[config.mk]
export PLATFORM = sky130hd
export DESIGN_NAME = double_buffer_reader
export DESIGN_NICKNAME = d
export VERILOG_FILES = /design/src/rtl/double_buffer_pkg.sv /design/src/rtl/stream_skid_buffer.sv /design/src/rtl/double_buffer_reader.sv
export SDC_FILE = /design/constraint.sdc
export NUM_CORES = 1
export LEC_CHECK = 0
export CORE_MARGIN = 10
export CORE_UTILIZATION = 49
export CTS_BUF_LIST = sky130_fd_sc_hd__clkbuf_16
export DETAILED_ROUTE_END_ITERATION = 12
export PLACE_DENSITY = 0.76
export SLEW_MARGIN = 20
export SYNTH_ARGS = -nofsm -noshare
export SYNTH_HDL_FRONTEND = slang
export SYNTH_HIERARCHICAL = 1
export SYNTH_SLANG_ARGS = --single-unit
[constraint.sdc]
create_clock -name clock -period 3.3 [get_ports clock]
set_input_delay 0.66 -clock clock [delete_from_list [all_inputs] [get_ports clock]]
set_output_delay 0.66 -clock clock [all_outputs]
set_load 0.01 [all_outputs]
[src/rtl/double_buffer_pkg.sv]
// Definitions shared by the producer- and consumer-side double-buffer sequencers:
// sequencer state encoding and the frame-size limit.
package double_buffer_pkg;

  typedef enum logic [1:0] {
    IDLE  = 2'd0,
    LATCH = 2'd1,
    READ  = 2'd2,
    DRAIN = 2'd3
  } sequencerState;

  // Largest frame a buffer of the given address width can describe.
  function automatic int maxFrameWords(input int addressWidth);
    return (1 << addressWidth) - 1;
  endfunction

  localparam int DEFAULT_ADDRESS_WIDTH = 8;
  localparam int MAX_FRAME_WORDS       = maxFrameWords(DEFAULT_ADDRESS_WIDTH);

endpackage

[src/rtl/stream_skid_buffer.sv]
// Two-entry valid/ready skid buffer. Head entry drives the output; a flush
// empties it in one cycle without touching the stored words.
module stream_skid_buffer #(
  parameter int WIDTH = 8
) (
  input  logic             clock,
  input  logic             reset,
  input  logic             push,
  input  logic [WIDTH-1:0] pushData,
  input  logic             flush,
  output logic [WIDTH-1:0] outData,
  output logic             outValid,
  input  logic             outReady,
  output logic [1:0]       occupancy
);

  logic [WIDTH-1:0] entry0Reg;
  logic [WIDTH-1:0] entry1Reg;
  logic [1:0]       countReg;
  logic             pop;
  logic             accept;
  logic [1:0]       writeIndex;

  assign pop        = outValid && outReady;
  // Slot the incoming word lands in after this cycle's pop has shifted the queue.
  assign writeIndex = countReg - {1'b0, pop};
  assign accept     = push && (writeIndex < 2'd2);

  assign outData   = entry0Reg;
  assign outValid  = (countReg != 2'd0);
  assign occupancy = countReg;

  always_ff @(posedge clock) begin
    if (reset) begin
      entry0Reg <= '0;
      entry1Reg <= '0;
      countReg  <= 2'd0;
    end else if (flush) begin
      countReg <= 2'd0;
    end else begin
      if (accept && writeIndex == 2'd0) begin
        entry0Reg <= pushData;
      end else if (pop) begin
        entry0Reg <= entry1Reg;
      end
      if (accept && writeIndex == 2'd1) begin
        entry1Reg <= pushData;
      end
      countReg <= countReg + {1'b0, accept} - {1'b0, pop};
    end
  end

endmodule

[src/rtl/double_buffer_reader.sv]
// Consumer-side sequencer: latches a published frame length, walks the read
// pointer through the buffer's one-cycle read port and streams the words out.
module double_buffer_reader
  import double_buffer_pkg::*;
#(
  parameter int DATA_WIDTH    = 10,
  parameter int ADDRESS_WIDTH = 8
) (
  input  logic                     clock,
  input  logic                     reset,
  input  logic                     newData,
  input  logic [ADDRESS_WIDTH-1:0] dataLength,
  output logic [ADDRESS_WIDTH-1:0] readPointer,
  input  logic [DATA_WIDTH-1:0]    dataOut,
  output logic [DATA_WIDTH-1:0]    streamData,
  output logic                     streamValid,
  input  logic                     streamReady,
  output logic                     streamLast,
  output logic                     busy,
  output logic                     overrun
);

  localparam logic [ADDRESS_WIDTH-1:0] ADDRESS_ONE = ADDRESS_WIDTH'(1);

  sequencerState            stateReg;
  logic [ADDRESS_WIDTH-1:0] lengthReg;
  logic [ADDRESS_WIDTH-1:0] issueCountReg;
  logic [ADDRESS_WIDTH-1:0] readPointerReg;
  logic                     inFlightReg;
  logic                     inFlightLastReg;
  logic                     busyReg;
  logic                     overrunReg;

  logic [1:0]               stored;
  logic                     pop;
  logic                     abort;
  logic                     issue;
  logic                     lastIssue;
  logic [2:0]               projected;
  logic [DATA_WIDTH:0]      headWord;

  assign pop   = streamValid && streamReady;
  assign abort = newData && (stateReg != IDLE);

  // Words that will sit in the skid buffer once this cycle's pop and the
  // in-flight capture settle; issuing only below 2 guarantees no overflow.
  assign projected = {1'b0, stored} + {2'b00, inFlightReg} - {2'b00, pop};
  assign issue     = (stateReg == READ) && (issueCountReg < lengthReg) && (projected < 3'd2);
  assign lastIssue = (issueCountReg == lengthReg - ADDRESS_ONE);

  always_ff @(posedge clock) begin
    if (reset) begin
      stateReg        <= IDLE;
      lengthReg       <= '0;
      issueCountReg   <= '0;
      readPointerReg  <= '0;
      inFlightReg     <= 1'b0;
      inFlightLastReg <= 1'b0;
      busyReg         <= 1'b0;
      overrunReg      <= 1'b0;
    end else begin
      overrunReg  <= abort;
      inFlightReg <= issue && !abort;
      if (issue) begin
        inFlightLastReg <= lastIssue;
      end

      if (abort) begin
        stateReg <= LATCH;
        busyReg  <= 1'b1;
      end else begin
        case (stateReg)
          IDLE: begin
            if (newData) begin
              stateReg <= LATCH;
              busyReg  <= 1'b1;
            end
          end
          LATCH: begin
            lengthReg      <= dataLength;
            issueCountReg  <= '0;
            readPointerReg <= '0;
            if (dataLength == '0) begin
              stateReg <= IDLE;
              busyReg  <= 1'b0;
            end else begin
              stateReg <= READ;
            end
          end
          READ: begin
            if (issue) begin
              issueCountReg <= issueCountReg + ADDRESS_ONE;
              // The pointer parks on the final address instead of stepping past it.
              if (lastIssue) begin
                stateReg <= DRAIN;
              end else begin
                readPointerReg <= readPointerReg + ADDRESS_ONE;
              end
            end
          end
          DRAIN: begin
            if (!inFlightReg && stored == {1'b0, pop}) begin
              stateReg <= IDLE;
              busyReg  <= 1'b0;
            end
          end
          default: begin
            stateReg <= IDLE;
            busyReg  <= 1'b0;
          end
        endcase
      end
    end
  end

  stream_skid_buffer #(
    .WIDTH(DATA_WIDTH + 1)
  ) outputStage (
    .clock    (clock),
    .reset    (reset),
    .push     (inFlightReg),
    .pushData ({inFlightLastReg, dataOut}),
    .flush    (abort),
    .outData  (headWord),
    .outValid (streamValid),
    .outReady (streamReady),
    .occupancy(stored)
  );

  assign streamData  = headWord[DATA_WIDTH-1:0];
  assign streamLast  = headWord[DATA_WIDTH];
  assign readPointer = readPointerReg;
  assign busy        = busyReg;
  assign overrun     = overrunReg;

endmodule

# Word level (Yosys, flattened, before mapping)
# Cells that the tools add are included.
[classes]
add_sub_neg = 8
n_lt_le_gt_ge = 3
n_eq_ne = 16
mux = 19
n_bitwise = 1
reduce_logical = 28
[op_table]
columns = ["cell", "n"]
rows = [
  ["8-bit one-hot mux with 2 select lines", 2],
  ["8-bit two-way mux", 3],
  ["11-bit two-way mux", 2],
  ["8-bit by 1-bit adder with 8-bit output, second input constant", 2],
  ["4-bit AND reduction", 4],
  ["3-bit != test, second input constant", 5],
  ["2-bit two-way mux", 5],
  ["2-bit != test, second input constant", 5],
  ["1-bit logical AND", 9],
  ["8-bit equality test", 1],
  ["8-bit logical NOT", 1],
  ["8-bit less-than comparator", 1],
  ["2-bit one-hot mux with 4 select lines", 1],
  ["2-bit nonzero test", 4],
  ["8-bit by 1-bit subtractor with 8-bit output, second input constant", 1],
  ["2-bit AND reduction", 3],
  ["1-bit two-way mux", 5],
  ["2-bit by 1-bit equality test with 1-bit output, second input constant", 2],
  ["2-bit equality test, second input constant", 2],
  ["2-bit logical NOT", 2],
  ["4-bit nonzero test", 1],
  ["2-bit by 1-bit subtractor with 2-bit output", 2],
  ["2-bit by 1-bit adder with 3-bit output", 1],
  ["3-bit by 2-bit less-than comparator with 1-bit output, second input constant", 1],
  ["other kinds (9)", 10],
]
[totals]
ff_bits = 54
out_inout_bits = 22
wordCells = 87

# Longest topological paths before layout
[depth]
word_depth = 8
ltp_mapped = 11
mapped_depth_nobuf = 11

# Modules after synthesis
# The synthesis kept the hierarchy.
[modules_own_cells]
columns = ["module", "n_inst", "cells_each", "area_per_inst_um2", "seq_area_each_um2"]
rows = [
  ["double_buffer_reader", 1, 245, 1973.1, 600.6],
  ["stream_skid_buffer", 1, 107, 1138.6, 480.5],
]

# Worst setup path before layout
# Ideal clock, no wire load.
[synth_path]
path_kind = "register to register"
start = "register outputStage.countReg[1], in the netlist outputStage/occupancy[1]"
end = "register issueCountReg[6]"
setup_ns = 0.116
arrival_time_ns = 3.096
slack_ns = 0.088
path_stages_with_launch = 12
cell_sequence = "dfxtp_1 > or2_1 > and2_1 > ha_1 > nand2b_1 > fa_1 > nand3b_1 > a211oi_1 > nand2_1 > a211oi_1 > a311oi_1 > a41o_1"
[synth_between]
elab_chain_len = 7
[synth_lines]
columns = ["element", "line_no", "source"]
rows = [
  ["start, declared", "stream_skid_buffer.sv:19", "logic [1:0] countReg;"],
  ["start signal, assigned", "stream_skid_buffer.sv:49", "countReg <= countReg + {1'b0, accept} - {1'b0, pop};"],
  ["2-bit nonzero test", "stream_skid_buffer.sv:30", "assign outValid = (countReg != 2'd0);"],
  ["net streamValid", "double_buffer_reader.sv:16", "output logic streamValid,"],
  ["1-bit logical AND", "double_buffer_reader.sv:42", "assign pop = streamValid && streamReady;"],
  ["3-bit by 1-bit subtractor with 3-bit output", "double_buffer_reader.sv:47", "assign projected = {1'b0, stored} + {2'b00, inFlightReg} - {2'b00, pop};"],
  ["3-bit by 2-bit less-than comparator with 1-bit output", "double_buffer_reader.sv:48", "assign issue = (stateReg == READ) && (issueCountReg < lengthReg) && (projected < 3'd2);"],
  ["1-bit logical AND", "double_buffer_reader.sv:48", ""],
  ["2-bit != test (no line)", "-", ""],
  ["3-bit AND reduction (no line)", "-", ""],
  ["end signal, assigned", "double_buffer_reader.sv:92", "issueCountReg <= issueCountReg + ADDRESS_ONE;"],
  ["end, declared", "double_buffer_reader.sv:27", "logic [ADDRESS_WIDTH-1:0] issueCountReg;"],
]
# The timed path passes the listed nets, and every way through them passes these cells.
# A chain may end at the register's enable or synchronous reset.

# Worst setup path after layout
[layout_path]
start = "register outputStage.countReg[0], in the netlist outputStage/occupancy[0]"
end = "register readPointerReg[3], in the netlist readPointer[3]"
[layout_between]
elab_chain_len = 7
[layout_lines]
columns = ["element", "line_no", "source"]
rows = [
  ["branches (longest 2 deep; another with 2-bit by 1-bit adder with 3-bit output)", "-", ""],
  ["3-bit by 1-bit subtractor with 3-bit output *", "double_buffer_reader.sv:47", ""],
  ["3-bit by 2-bit less-than comparator with 1-bit output *", "double_buffer_reader.sv:48", ""],
  ["1-bit logical AND *", "double_buffer_reader.sv:48", ""],
  ["2-bit != test (no line) *", "-", ""],
  ["4-bit AND reduction (no line) *", "-", ""],
  ["end signal, assigned", "double_buffer_reader.sv:97", "readPointerReg <= readPointerReg + ADDRESS_ONE;"],
  ["end, declared", "double_buffer_reader.sv:28", "logic [ADDRESS_WIDTH-1:0] readPointerReg;"],
]
# Every way passes the cells marked *.

==> flow_summary_export.csv <==
group,metric,value,unit
hold_path,worstHoldStart,"inFlightLastReg",
sta,timing.fmax,0.326,GHz
routing,ant_nets,0,
setup_path,r2r_start,"outputStage/occupancy[0]",
cts,postCtsHoldBufs,0,
grt,grt_start_max_net_pins,24,
sta,grt_setup_unrepaired,"no",
floorplan,die_area,9940,sq um
cts,clockRootBuffer,"clkbuf_16",
final_layout,drive_gt1_share,14.1,%
sta,slew-limit-headroom,58.3,%
logic_synthesis,yosysTopAreaCell,"dfxtp_1",
routing,wl_per_cell,14.9,microns
placement,gp_congestion,0.830,
floorplan,row_count,28,
logic_synthesis,ys_top_cells_by_area,"dfxtp_1, mux2i_1, ha_1",
final_layout,final_cell_mix,"dfxtp_1, nor2_1, clkdlybuf4s50_1",
floorplan,io_pins,44,
logic_synthesis,synth_nets,392,
sta,fin_skew,0.00541,ns
cts,cts_tree,"done",
setup_path,required,3.53,ns
routing,drt_first_pass_iters,4,
routing,vias,2651,
placement,io_buffers,43,
grt,globalRouteOverflowTotal,0,
sta,worst_pin_slew,0.625,ns
logic_synthesis,yosysUniqueCellTypes,57,
logic_synthesis,synth_edf_count,0,
setup_path,cp_max_fo,5,
hold_path,hold_class,"reg -> reg",
cts,cts_buffer_depth,2,
run,cap_violations,0,
logic_synthesis,synth_warnings,6,
final_layout,fin_cells,478,
final_layout,final_nets,443,
cts,cts.clk_slew.worst_paths,0.07,ns
final_layout,antennaDiodeCount,0,
floorplan,initial_core_util,51.6,%
logic_synthesis,async_flop_share,0,%
logic_synthesis,synth_seq_cells,54,
sta,finalSetupViolations,0,
logic_synthesis,synthFlopType,"dfxtp_1",
final_layout,layout_commonest_cell,"dfxtp_1",
grt,grt_pass1_wl,11.8,mm
cts,h-tree-depth,2,
setup_path,worst_setup_path_startpoint,"outputStage/occupancy[0]",
routing,wl,7.14,mm
final_layout,area_growth,25.7,%
grt,grt_usage,14.0,%
sta,finalHoldViolCount,0,
floorplan,core-area,6030,sq um
logic_synthesis,netlist_area,3110,sq um
sta,slew_violations,0,
pwr,power_density,420,nW/um^2
grt,grt_pass1_vias,2570,
routing,avgViaCountPerCell,5.55,
placement,dp_cells,468,
grt,antenna_found_initial,0,
cts,numCtsBuffers,5,
floorplan,dieWidth,99.7,microns
outcome,status,"finished clean",
routing,route.detailed.drc,0,
logic_synthesis,ys_seq_area_share,34.7,%
logic_synthesis,synth_top_cell_area_share,34.7,%
setup_path,worstSetupEndpointType,"register",
setup_path,start_kind,"register",
routing,drt-initial-drc-count,148,
setup_path,crit_arrival,3.30,ns
pwr,ir_drop,0.000320,V
logic_synthesis,synth_cells,352,
cts,clock_sinks,54,
sta,min_period,3.07,ns
placement,dpl.hpwl,5.18,mm
sta,min_period_over_period,92.9,%
setup_path,crit_type,"reg -> reg",
logic_synthesis,syn_avg_cell_area,8.84,sq um
pwr,leakagePower,1.46,nW
pwr,p_total,1.64,mW
floorplan,dieHeight,99.7,microns
cts,clk_latency,0.29,ns
## power breakdown
part | internal (mW) | total (mW) | switching, mW
clock network | 0.277 | 0.510 | 0.232
logic | 0.180 | 0.410 | 0.231
registers | 0.682 | 0.722 | 0.0403
## synthesized netlist by cell type (2+ instances only)
library cell and number:
o21ai_0 3, or3b_1 2, or4_1 2, ha_1 17
a21oi_4 2, buf_1 2, xor2_1 4, xnor2_1 11
dfxtp_1 54, a21o_1 2, inv_1 20, mux2i_1 26
nand2b_1 9, a211oi_1 5, clkbuf_1 8, nand4_1 3
buf_4 2, nand2_1 20, a211o_1 2, nor2_1 41
buf_6 2, a2111oi_0 3, or3_1 5, nor2b_1 2
nor3_1 10, a211oi_2 11, o21ai_1 8, a31o_1 2
o21bai_1 3, nand3_1 16, nand3b_1 2, and3_1 5
a21oi_1 24
## worst max-delay path: stages (launching register included)
cell and delay, ns:
dfxtp_1 0.32, or2_1 0.23, and2_1 0.16, ha_1 0.30
nand2b_4 0.15, fa_1 0.51, nand3b_1 0.09, a211oi_2 0.32
buf_4 0.17, and3_4 0.21, a21oi_4 0.07, or3_4 0.35
a21oi_2 0.12
## final timing paths
path / endpoint / slack, ns / cells past startpoint
max: readPointer[3] / 0.23 / 12
min: inFlightLastReg / 0.48 / 2
max reg2reg: readPointer[3] / 0.23 / 12
min reg2reg: inFlightLastReg / 0.48 / 2
## kinds of logic after synthesis
family / after synthesis / share of synthesized area, %
and+or+nand+nor: 124 / 20.0
AOI/OAI and AO/OA: 76 / 18.5
DFF: 54 / 34.7
buffers and inverters: 37 / 5.63
muxes: 28 / 9.45
adders and majority gates: 18 / 7.48
xor gates and xnor gates: 15 / 4.22
## flip-flops by register name, indices dropped and copies added (netlist names), named ones only
name	cells
readPointer	8
busy	1
stateReg	1
outputStage/entry1Reg	11
overrun	1
inFlightReg	1
inFlightLastReg	1
outputStage/outData	11
outputStage/occupancy	2
lengthReg	8
issueCountReg	8
## routing by layer
layer	track usage [%]	wire length (microns)
met5	0	0
met4	3.86	65
met2	23.2	3570
met3	4.36	322
met1	16.8	3190
## repair_timing
action | 4_1_cts | 5_1_grt
buffers inserted | 0 | 2
pin swaps | 1 | 13
gates cloned | 0 | 1
resized for setup | 7 | 14
setup endpoints to repair | 10 | 14
## layout make-up
type	count	area, sq um
Tap cell	75	93.8
Sequential cell	54	1080
Clock buffer	5	125
Multi-Input combinational cell	262	1960
Fill cell	521	2120
Timing Repair Buffer	60	556
Inverter	20	75.1
Clock inverter	2	15.0
## through the flow
| stage | utilization (%) | hold WS [ns] | worst slack, ns | area, sq um | TNS [ns] |
|---|---|---|---|---|---|
| 3_5_place_dp | 60.5 | 0.470 | -0.413 | 3640 | -4.64 |
| 5_1_grt | 64.9 | 0.522 | 0.0604 | 3910 | 0 |
| 4_1_cts | 63.2 | 0.480 | 0.0442 | 3810 | 0 |
| 3_3_place_gp | 60.5 | 0.465 | -0.301 | 3640 | -3.93 |
| 6_report | 64.9 | 0.478 | 0.234 | 3910 | 0 |
| 2_1_floorplan | - | 0.448 | 0.0876 | 3110 | 0 |
Note: power is estimated with default switching activity, not from simulation.
